### src/rtl/branch_resolve_unit_pkg.sv
// Shared types and constants for the branch resolve unit and its predictor link.
package branch_resolve_unit_pkg;

    localparam int unsigned PHT_DEPTH = 14;
    localparam int unsigned XLEN      = 32;

    // 2-bit PHT counter encodings; the predictor side owns the counters.
    typedef enum logic [1:0] {
        STRONGLY_NOT_TAKEN = 2'b00,
        WEAKLY_NOT_TAKEN   = 2'b01,
        WEAKLY_TAKEN       = 2'b11,
        STRONGLY_TAKEN     = 2'b10
    } pht_cnt_e;

    typedef enum logic {
        RUN     = 1'b0,
        RECOVER = 1'b1
    } bru_state_e;

    // D->E pipe payload.
    typedef struct packed {
        logic                 branch;
        logic                 pred_take;
        logic [PHT_DEPTH-1:0] index;
        logic [XLEN-1:0]      pc;
    } de_pipe_t;

    // E->M pipe payload.
    typedef struct packed {
        logic                 branch;
        logic                 pred_take;
        logic                 actual_take;
        logic [PHT_DEPTH-1:0] index;
        logic [XLEN-1:0]      target;
        logic [XLEN-1:0]      fallthrough;
    } em_pipe_t;

endpackage

### src/rtl/branch_resolve_unit_if.sv
// Prediction/update link between the global predictor (master) and the resolve unit (slave).
interface branch_resolve_unit_if;
    import branch_resolve_unit_pkg::*;

    logic                 branchD;
    logic                 pred_takeD;
    logic [PHT_DEPTH-1:0] pht_indexD;
    logic [XLEN-1:0]      pcD;

    logic                 branchM;
    logic                 pred_takeM;
    logic                 actual_takeM;
    logic [PHT_DEPTH-1:0] update_PHT_index;

    modport master (
        output branchD, pred_takeD, pht_indexD, pcD,
        input  branchM, pred_takeM, actual_takeM, update_PHT_index
    );

    modport slave (
        input  branchD, pred_takeD, pht_indexD, pcD,
        output branchM, pred_takeM, actual_takeM, update_PHT_index
    );
endinterface

### src/rtl/branch_resolve_unit_sat_counter.sv
// Saturating up-counter with synchronous reset; holds at all-ones.
module sat_counter #(
    parameter int unsigned W = 32
) (
    input  logic         clk,
    input  logic         rst,
    input  logic         en_i,
    output logic [W-1:0] count_o
);
    logic [W-1:0] count_q;

    // Count up on enable, stop at the maximum value.
    always_ff @(posedge clk) begin
        if (rst) begin
            count_q <= '0;
        end else if (en_i && (count_q != {W{1'b1}})) begin
            count_q <= count_q + W'(1);
        end
    end

    assign count_o = count_q;
endmodule

### src/rtl/branch_resolve_unit.sv
// Carries D-stage predictions to M, resolves them, and requests flush/redirect on mispredict.
module branch_resolve_unit
    import branch_resolve_unit_pkg::*;
#(
    parameter int unsigned CNT_W          = 32,
    parameter int unsigned RECOVER_CYCLES = 2
) (
    input  logic                   clk,
    input  logic                   rst,
    input  logic                   stallD,
    input  logic                   stallE,
    input  logic                   flushE,
    input  logic                   flushM,
    branch_resolve_unit_if.slave   bp,
    input  logic [XLEN-1:0]        branch_targetE,
    input  logic                   actual_takeE,
    output logic                   mispredM,
    output logic                   flush_req,
    output logic [XLEN-1:0]        redirect_pc,
    output logic [CNT_W-1:0]       branch_cnt,
    output logic [CNT_W-1:0]       mispred_cnt
);
    localparam int unsigned REC_W = $clog2(RECOVER_CYCLES + 1);

    de_pipe_t         de_q;
    em_pipe_t         em_q;
    logic             fresh_q;
    bru_state_e       state_q;
    logic [REC_W-1:0] rec_cnt_q;
    logic             flush_req_q;
    logic [XLEN-1:0]  redirect_pc_q;

    logic             branch_valid_c;
    logic             mispred_c;
    logic [XLEN-1:0]  correct_pc_c;

    // D->E register; a flush bubbles it regardless of stall.
    always_ff @(posedge clk) begin
        if (rst || flushE) begin
            de_q <= '0;
        end else if (!stallD) begin
            de_q <= '{branch:    bp.branchD,
                      pred_take: bp.pred_takeD,
                      index:     bp.pht_indexD,
                      pc:        bp.pcD};
        end
    end

    // E->M register; fresh_q marks the first cycle after a load so a held M entry acts once.
    always_ff @(posedge clk) begin
        if (rst || flushM) begin
            em_q    <= '0;
            fresh_q <= 1'b0;
        end else if (!stallE) begin
            em_q    <= '{branch:      de_q.branch,
                         pred_take:   de_q.pred_take,
                         actual_take: actual_takeE,
                         index:       de_q.index,
                         target:      branch_targetE,
                         fallthrough: XLEN'(de_q.pc + XLEN'(4))};
            fresh_q <= 1'b1;
        end else begin
            fresh_q <= 1'b0;
        end
    end

    // M-stage resolution, gated off while recovering from a mispredict.
    always_comb begin
        branch_valid_c = em_q.branch & fresh_q & (state_q == RUN);
        mispred_c      = branch_valid_c & (em_q.pred_take != em_q.actual_take);
        correct_pc_c   = em_q.actual_take ? em_q.target : em_q.fallthrough;
    end

    // RUN/RECOVER control: squash resolution for RECOVER_CYCLES after a mispredict.
    always_ff @(posedge clk) begin
        if (rst) begin
            state_q   <= RUN;
            rec_cnt_q <= '0;
        end else begin
            case (state_q)
                RUN: begin
                    if (mispred_c) begin
                        state_q   <= RECOVER;
                        rec_cnt_q <= REC_W'(RECOVER_CYCLES - 1);
                    end
                end
                RECOVER: begin
                    if (rec_cnt_q == '0) begin
                        state_q <= RUN;
                    end else begin
                        rec_cnt_q <= rec_cnt_q - REC_W'(1);
                    end
                end
                default: state_q <= RUN;
            endcase
        end
    end

    // One-cycle flush pulse with the corrected fetch PC.
    always_ff @(posedge clk) begin
        if (rst) begin
            flush_req_q   <= 1'b0;
            redirect_pc_q <= '0;
        end else begin
            flush_req_q <= mispred_c;
            if (mispred_c) begin
                redirect_pc_q <= correct_pc_c;
            end
        end
    end

    sat_counter #(.W(CNT_W)) u_branch_cnt (
        .clk     (clk),
        .rst     (rst),
        .en_i    (branch_valid_c),
        .count_o (branch_cnt)
    );

    sat_counter #(.W(CNT_W)) u_mispred_cnt (
        .clk     (clk),
        .rst     (rst),
        .en_i    (mispred_c),
        .count_o (mispred_cnt)
    );

    assign bp.branchM          = branch_valid_c;
    assign bp.pred_takeM       = em_q.pred_take;
    assign bp.actual_takeM     = em_q.actual_take;
    assign bp.update_PHT_index = em_q.index;
    assign mispredM            = mispred_c;
    assign flush_req           = flush_req_q;
    assign redirect_pc         = redirect_pc_q;
endmodule

### src/flat_wrapper.sv
// flat-port wrapper written by rule: the top's interface ports become plain ports
module branch_resolve_unit_flat import branch_resolve_unit_pkg::*;
#(
    parameter int unsigned CNT_W          = 32,
    parameter int unsigned RECOVER_CYCLES = 2
)
  (clk, rst, stallD, stallE, flushE, flushM, branch_targetE, actual_takeE, mispredM, flush_req, redirect_pc, branch_cnt, mispred_cnt, bp_branchD, bp_pred_takeD, bp_pht_indexD, bp_pcD, bp_branchM, bp_pred_takeM, bp_actual_takeM, bp_update_PHT_index);
  branch_resolve_unit_if bp_i ();
  input  logic clk;
  input  logic rst;
  input  logic stallD;
  input  logic stallE;
  input  logic flushE;
  input  logic flushM;
  input  logic [XLEN-1:0] branch_targetE;
  input  logic actual_takeE;
  output logic mispredM;
  output logic flush_req;
  output logic [XLEN-1:0] redirect_pc;
  output logic [CNT_W-1:0] branch_cnt;
  output logic [CNT_W-1:0] mispred_cnt;
  input wire logic [$bits(bp_i.branchD)-1:0] bp_branchD;
  input wire logic [$bits(bp_i.pred_takeD)-1:0] bp_pred_takeD;
  input wire logic [$bits(bp_i.pht_indexD)-1:0] bp_pht_indexD;
  input wire logic [$bits(bp_i.pcD)-1:0] bp_pcD;
  output wire logic [$bits(bp_i.branchM)-1:0] bp_branchM;
  output wire logic [$bits(bp_i.pred_takeM)-1:0] bp_pred_takeM;
  output wire logic [$bits(bp_i.actual_takeM)-1:0] bp_actual_takeM;
  output wire logic [$bits(bp_i.update_PHT_index)-1:0] bp_update_PHT_index;
  assign bp_i.branchD = bp_branchD;
  assign bp_i.pred_takeD = bp_pred_takeD;
  assign bp_i.pht_indexD = bp_pht_indexD;
  assign bp_i.pcD = bp_pcD;
  assign bp_branchM = bp_i.branchM;
  assign bp_pred_takeM = bp_i.pred_takeM;
  assign bp_actual_takeM = bp_i.actual_takeM;
  assign bp_update_PHT_index = bp_i.update_PHT_index;
  branch_resolve_unit #(.CNT_W(CNT_W), .RECOVER_CYCLES(RECOVER_CYCLES)) u_core (.clk(clk), .rst(rst), .stallD(stallD), .stallE(stallE), .flushE(flushE), .flushM(flushM), .bp(bp_i), .branch_targetE(branch_targetE), .actual_takeE(actual_takeE), .mispredM(mispredM), .flush_req(flush_req), .redirect_pc(redirect_pc), .branch_cnt(branch_cnt), .mispred_cnt(mispred_cnt));
endmodule
### config.mk
export PLATFORM = sky130hd
export DESIGN_NAME = branch_resolve_unit_flat
export DESIGN_NICKNAME = d
export VERILOG_FILES = /design/src/rtl/branch_resolve_unit_pkg.sv /design/src/rtl/branch_resolve_unit_if.sv /design/src/rtl/branch_resolve_unit_sat_counter.sv /design/src/rtl/branch_resolve_unit.sv /design/src/flat_wrapper.sv
export SDC_FILE = /design/constraint.sdc
export NUM_CORES = 1
export LEC_CHECK = 0
export CAP_MARGIN = 25
export CORE_ASPECT_RATIO = 0.75
export CORE_UTILIZATION = 50
export CTS_BUF_LIST = sky130_fd_sc_hd__clkbuf_8 sky130_fd_sc_hd__clkbuf_16
export DETAILED_ROUTE_END_ITERATION = 8
export PLACE_DENSITY = 0.81
export SYNTH_ARGS = -nofsm -noshare
export SYNTH_HDL_FRONTEND = slang
export SYNTH_SLANG_ARGS = --single-unit
### constraint.sdc
create_clock -name clk -period 3.04 [get_ports clk]
set_input_delay 0.456 -clock clk [delete_from_list [all_inputs] [get_ports clk]]
set_output_delay 0.456 -clock clk [all_outputs]
set_load 0.02 [all_outputs]
**Word-level counts from Yosys, hierarchy flattened**

Index checks and enable logic that the tools add are counted.

- Add/subtract/negate cells: 4
- Equal/unequal tests: 5
- Multiplexer cells: 8
- Bitwise gates (word level): 4
- Reduce and logical (&&, ||, !) cells: 6

Operators by type and width:

| cell | number |
|---|---|
| $add A32 B1 Y32 const B | 2 |
| $ne A32 B32 Y1 const B | 2 |
| $add A32 B3 Y32 const B | 1 |
| $mux W32 | 1 |
| $mux W2 | 2 |
| $ne A2 B2 Y1 const B | 2 |
| $pmux W2 S2 | 1 |
| $and A1 B1 Y1 | 3 |
| $mux W1 | 3 |
| $logic_and A1 B1 Y1 | 2 |
| $logic_not A2 Y1 | 1 |
| $logic_or A1 B1 Y1 | 2 |
| $pmux W1 S2 | 1 |
| $reduce_and A2 Y1 | 1 |
| $sub A2 B1 Y2 const B | 1 |
| $ne A1 B1 Y1 | 1 |
| $not A1 Y1 | 1 |

- Bits in registers: 230
- Input port bits: 87
- Output and inout bits: 115
- Logic and storage cells: 44

**Longest topological paths before layout**

- Word-level depth: 5
- Mapped depth: 9

**Modules after synthesis**

Synthesis repeated with hierarchy kept, for this count alone.

- Cells, all modules: 1,084
- Area total of the unflattened synthesis: 10,033.4 µm²

Modules (own cells, without submodules):

| module | instances | cells an instance | area an instance (µm²) | seq. area each (µm²) |
|---|---|---|---|---|
| branch_resolve_unit | 1 | 686 | 6,685.2 | 3,323.2 |
| sat_counter | 2 | 199 | 1,674.1 | 640.6 |

**Worst setup path after synthesis**

OpenSTA, ideal clock, no wires.

- Path type: register -> output
- From: register u_core.em_q, in the netlist u_core.bp.actual_takeM
- To: output mispredM
- Data arrival time: 1.697 ns
- Data required time: 2.584 ns
- Slack: 0.887 ns
- Cell stages (with the launch flop): 7
- Buffers on the path: 3
- Path through: dfxtp_1 -> buf_4 -> xor2_2 -> nand2_2 -> inv_2 -> clkbuf_1 -> buf_1

- Cells in the longest elaborated chain, start to end: 2

Ends and longest elaborated chain:

| what | RTL line | text |
|---|---|---|
| start, declared | branch_resolve_unit.sv:26 | `em_pipe_t em_q;` |
| start signal, assigned | branch_resolve_unit.sv:55 | `em_q <= '{branch: de_q.branch,` |
| $ne A1 B1 Y1 | branch_resolve_unit.sv:70 | `mispred_c = branch_valid_c & (em_q.pred_take != em_q.actual_take);` |
| $and A1 B1 Y1 | branch_resolve_unit.sv:70 |  |
| end, declared | flat_wrapper.sv:17 | `output logic mispredM;` |

No other way between the ends.

**Worst setup path in the final report**

- From: register u_core.state_q
- To: output mispredM

- Cells in the longest elaborated chain, start to end: 3

Ends and longest elaborated chain:

| what | RTL line | text |
|---|---|---|
| start, declared | branch_resolve_unit.sv:28 | `bru_state_e state_q;` |
| start signal, assigned | branch_resolve_unit.sv:77 | `state_q <= RUN;` |
| start signal, assigned | branch_resolve_unit.sv:83 | `state_q <= RECOVER;` |
| start signal, assigned | branch_resolve_unit.sv:89 | `state_q <= RUN;` |
| $not A1 Y1 | branch_resolve_unit.sv:69 | `branch_valid_c = em_q.branch & fresh_q & (state_q == RUN);` |
| $and A1 B1 Y1 | branch_resolve_unit.sv:69 |  |
| $and A1 B1 Y1 | branch_resolve_unit.sv:70 |  |

No other way between the ends.

==> results.md <==
- Top post-synthesis cells by count: dfxtp_1, nor2_1, mux2i_1, a21oi_1, o21ai_0
- PD cells: 490 nW/um^2
- Die area: 20400 um^2
- Final WS setup: 0.168 ns
- Clock transition at path regs: 0.06 ns
- EDFF count, synth: 0
- DP Worst Slack: 0.598 ns
- Clk buf depth: 3
- HPWL after DPL: 17.4 mm
- Postcts setup bufs: 0
- Final WL: 25.1 mm
- Part of the cycle the worst path needs: 94.5%
- TNS Setup: 0 ns
- Final Non-Filler Cells: 1516
- Drt pass-1 iters: 5
- Routed len/inst: 16.5 um
- I/O pin count: 202
- Area leader, netlist: dfxtp_1
- Mapped Area: 9910 um^2
- Count leader, synth: dfxtp_1
- Crit. End Element: output pin
- Row count: 44
- Post-DRT Antenna Nets: 0
- CP arrival: 2.42 ns
- Core area: 19400 um^2
- Number of max-cap violations: 0
- Fin crit period: 2.87 ns
- Dominant cells by area after synthesis: dfxtp_1, mux2i_1, nor2_1, a21oi_1, a211oi_1
- Syn Inst Count: 1078
- Share of layout cells above drive strength 1: 6.34%
- Clock Skew: 0.0109 ns
- Data required time of the worst path: 2.58 ns
- PortBufs: 201
- Drt initial violations: 636
- First-pass GRT wire length: 39.3 mm
- Unrepaired setup endpoints after global routing: no
- Largest net degree at the start of global routing: 56
- P&R area growth vs syn: 28.9%
- GRT overflow: 0
- Total CTS buffers: 23
- Yosys top cell area share: 46.5%
- Final Slew Violations: 0
- Vias/cell: 5.61
- Final hold viol count: 0
- Root Buffer: clkbuf_16
- Slew margin rel.: 48.1%
- CTS sink cnt: 230
- Synth Register Bits: 230
- Critical path launch point type: register
- Mapped Nets: 1169
- Worst-skew pair later-pin latency: 0.51 ns
- Nets: 1336
- FFs w/ async S/R, synth: 0%
- Worst Tran Pin Value: 0.773 ns
- Synth cell types: 57
- Worst VDD drop: 0.366 mV
- Die Width: 165 um
- CP max FO: 13
- Initial antenna violation count: 1
- Die Ht: 124 um
- Fillcell total: 1551
- H-tree Lvls: 1
- Dominant synthesized flop cell: dfxtp_1
- CTS tree: done
- Placed cell count: 1472
- Vias in the first global route: 7724
- Setup CP Type: reg -> out
- Synth warn: 0
- FMAX: 348 MHz
- Via count: 8499
- GPL Wtd Cong: 0.890
- Worst Hold Class: in -> reg
- Initial core utilization: 51.1%
- Status: completed
- WHS: 0.420 ns
- Avg Synthesized Cell Area: 9.19 um^2
- Final setup violation count: 0
- Sequential area share after synthesis: 46.5%
- DR DRC count: 0
- Global-route usage over all layers: 24.1%
- LEAKAGE: 4.55 nW
==> report_power, final <==
part	internal [mW]	switching, mW
clock network	1.60	1.19
logic	0.197	0.179
registers	3.06	0.0369
==> routing by layer <==
| metal | global-route usage, % | vias up | wire (um) |
|---|---|---|---|
| li1 | - | 4205 | - |
| met1 | 34.7 | 4010 | 12100 |
| met2 | 38.3 | 257 | 11100 |
| met3 | 3.06 | 27 | 1390 |
| met4 | 6.14 | 0 | 454 |
| met5 | 0 | - | 0 |
==> critical path, cell delays in order, from the launching register on <==
cell and delay, ns:
dfxtp_1 0.31, nand3b_1 0.35, inv_1 0.19, nand2_2 0.15, clkinv_2 0.24, clkdlybuf4s50_1 0.67
==> layout make-up <==
| cell class | count | area (um^2) | area share [%] |
|---|---|---|---|
| Inverter | 15 | 57.6 | 0.451 |
| Multi-Input combinational cell | 756 | 4880 | 38.2 |
| Clock inverter | 14 | 101 | 0.793 |
| Timing Repair Buffer | 219 | 2160 | 16.9 |
| Sequential cell | 230 | 4610 | 36.1 |
| Clock buffer | 28 | 644 | 5.05 |
| Tap cell | 253 | 317 | 2.48 |
| Antenna cell | 1 | 2.50 | 0.0196 |
==> what timing repair did <==
action                                  in CTS  in global routing
hold buffers                                 0                  0
endpoints found under the setup margin       0                  1
gates resized for setup                      0                  1
==> cells in the final DEF, fill, tap and decap left out, drive strengths merged, types with 17 or more instances in the layout <==
cell,n
clkdlybuf4s50,198
mux2i,136
xor2,19
nor2,171
o21ai,45
inv,19
a211oi,33
dfxtp,230
nand3,39
nand2,39
or3,25
clkbuf,28
nand4,29
a21oi,71
xnor2,17
buf,21
==> flip-flops by register name, indices dropped and copies added (netlist names), 2 cells and up <==
register and cells:
u_core.u_branch_cnt.count_o 32, u_core.redirect_pc 32, u_core.u_mispred_cnt.count_o 32, u_core.bp.update_PHT_index 14
u_core.em_q 65, u_core.rec_cnt_q 2, u_core.de_q 48
==> cell families after synthesis <==
family	count (synthesis)	synth area share [%]
muxes	139	14.1
and+or+nand+nor	389	19.8
xor gates and xnor gates	36	3.26
DFF	230	46.5
adders and majority gates	4	0.505
buffers and inverters	92	4.23
AOI/OAI and AO/OA	188	11.6
==> stage by stage <==
step | total power [mW] | util, % | cell area (um^2)
6_report | 6.26 | 65.9 | 12800
5_1_grt | 6.46 | 65.9 | 12800
4_1_cts | 6.29 | 65.9 | 12800
3_5_place_dp | 3.54 | 62.0 | 12000
3_3_place_gp | 3.53 | 62.0 | 12000
2_1_floorplan | 3.36 | - | 9910
==> worst paths after layout <==
kind                  start                                to  slack [ns]  depth (start not counted)
max reg2reg  u_core.state_q  u_core.u_mispred_cnt.count_o[11]        0.68                          8
max          u_core.state_q                          mispredM        0.17                          5
min reg2reg  u_core.em_q[7]                    u_core.em_q[7]        0.46                          2
min                  stallE                    u_core.em_q[7]        0.42                          3
Note: power is estimated with default switching activity, not from simulation.
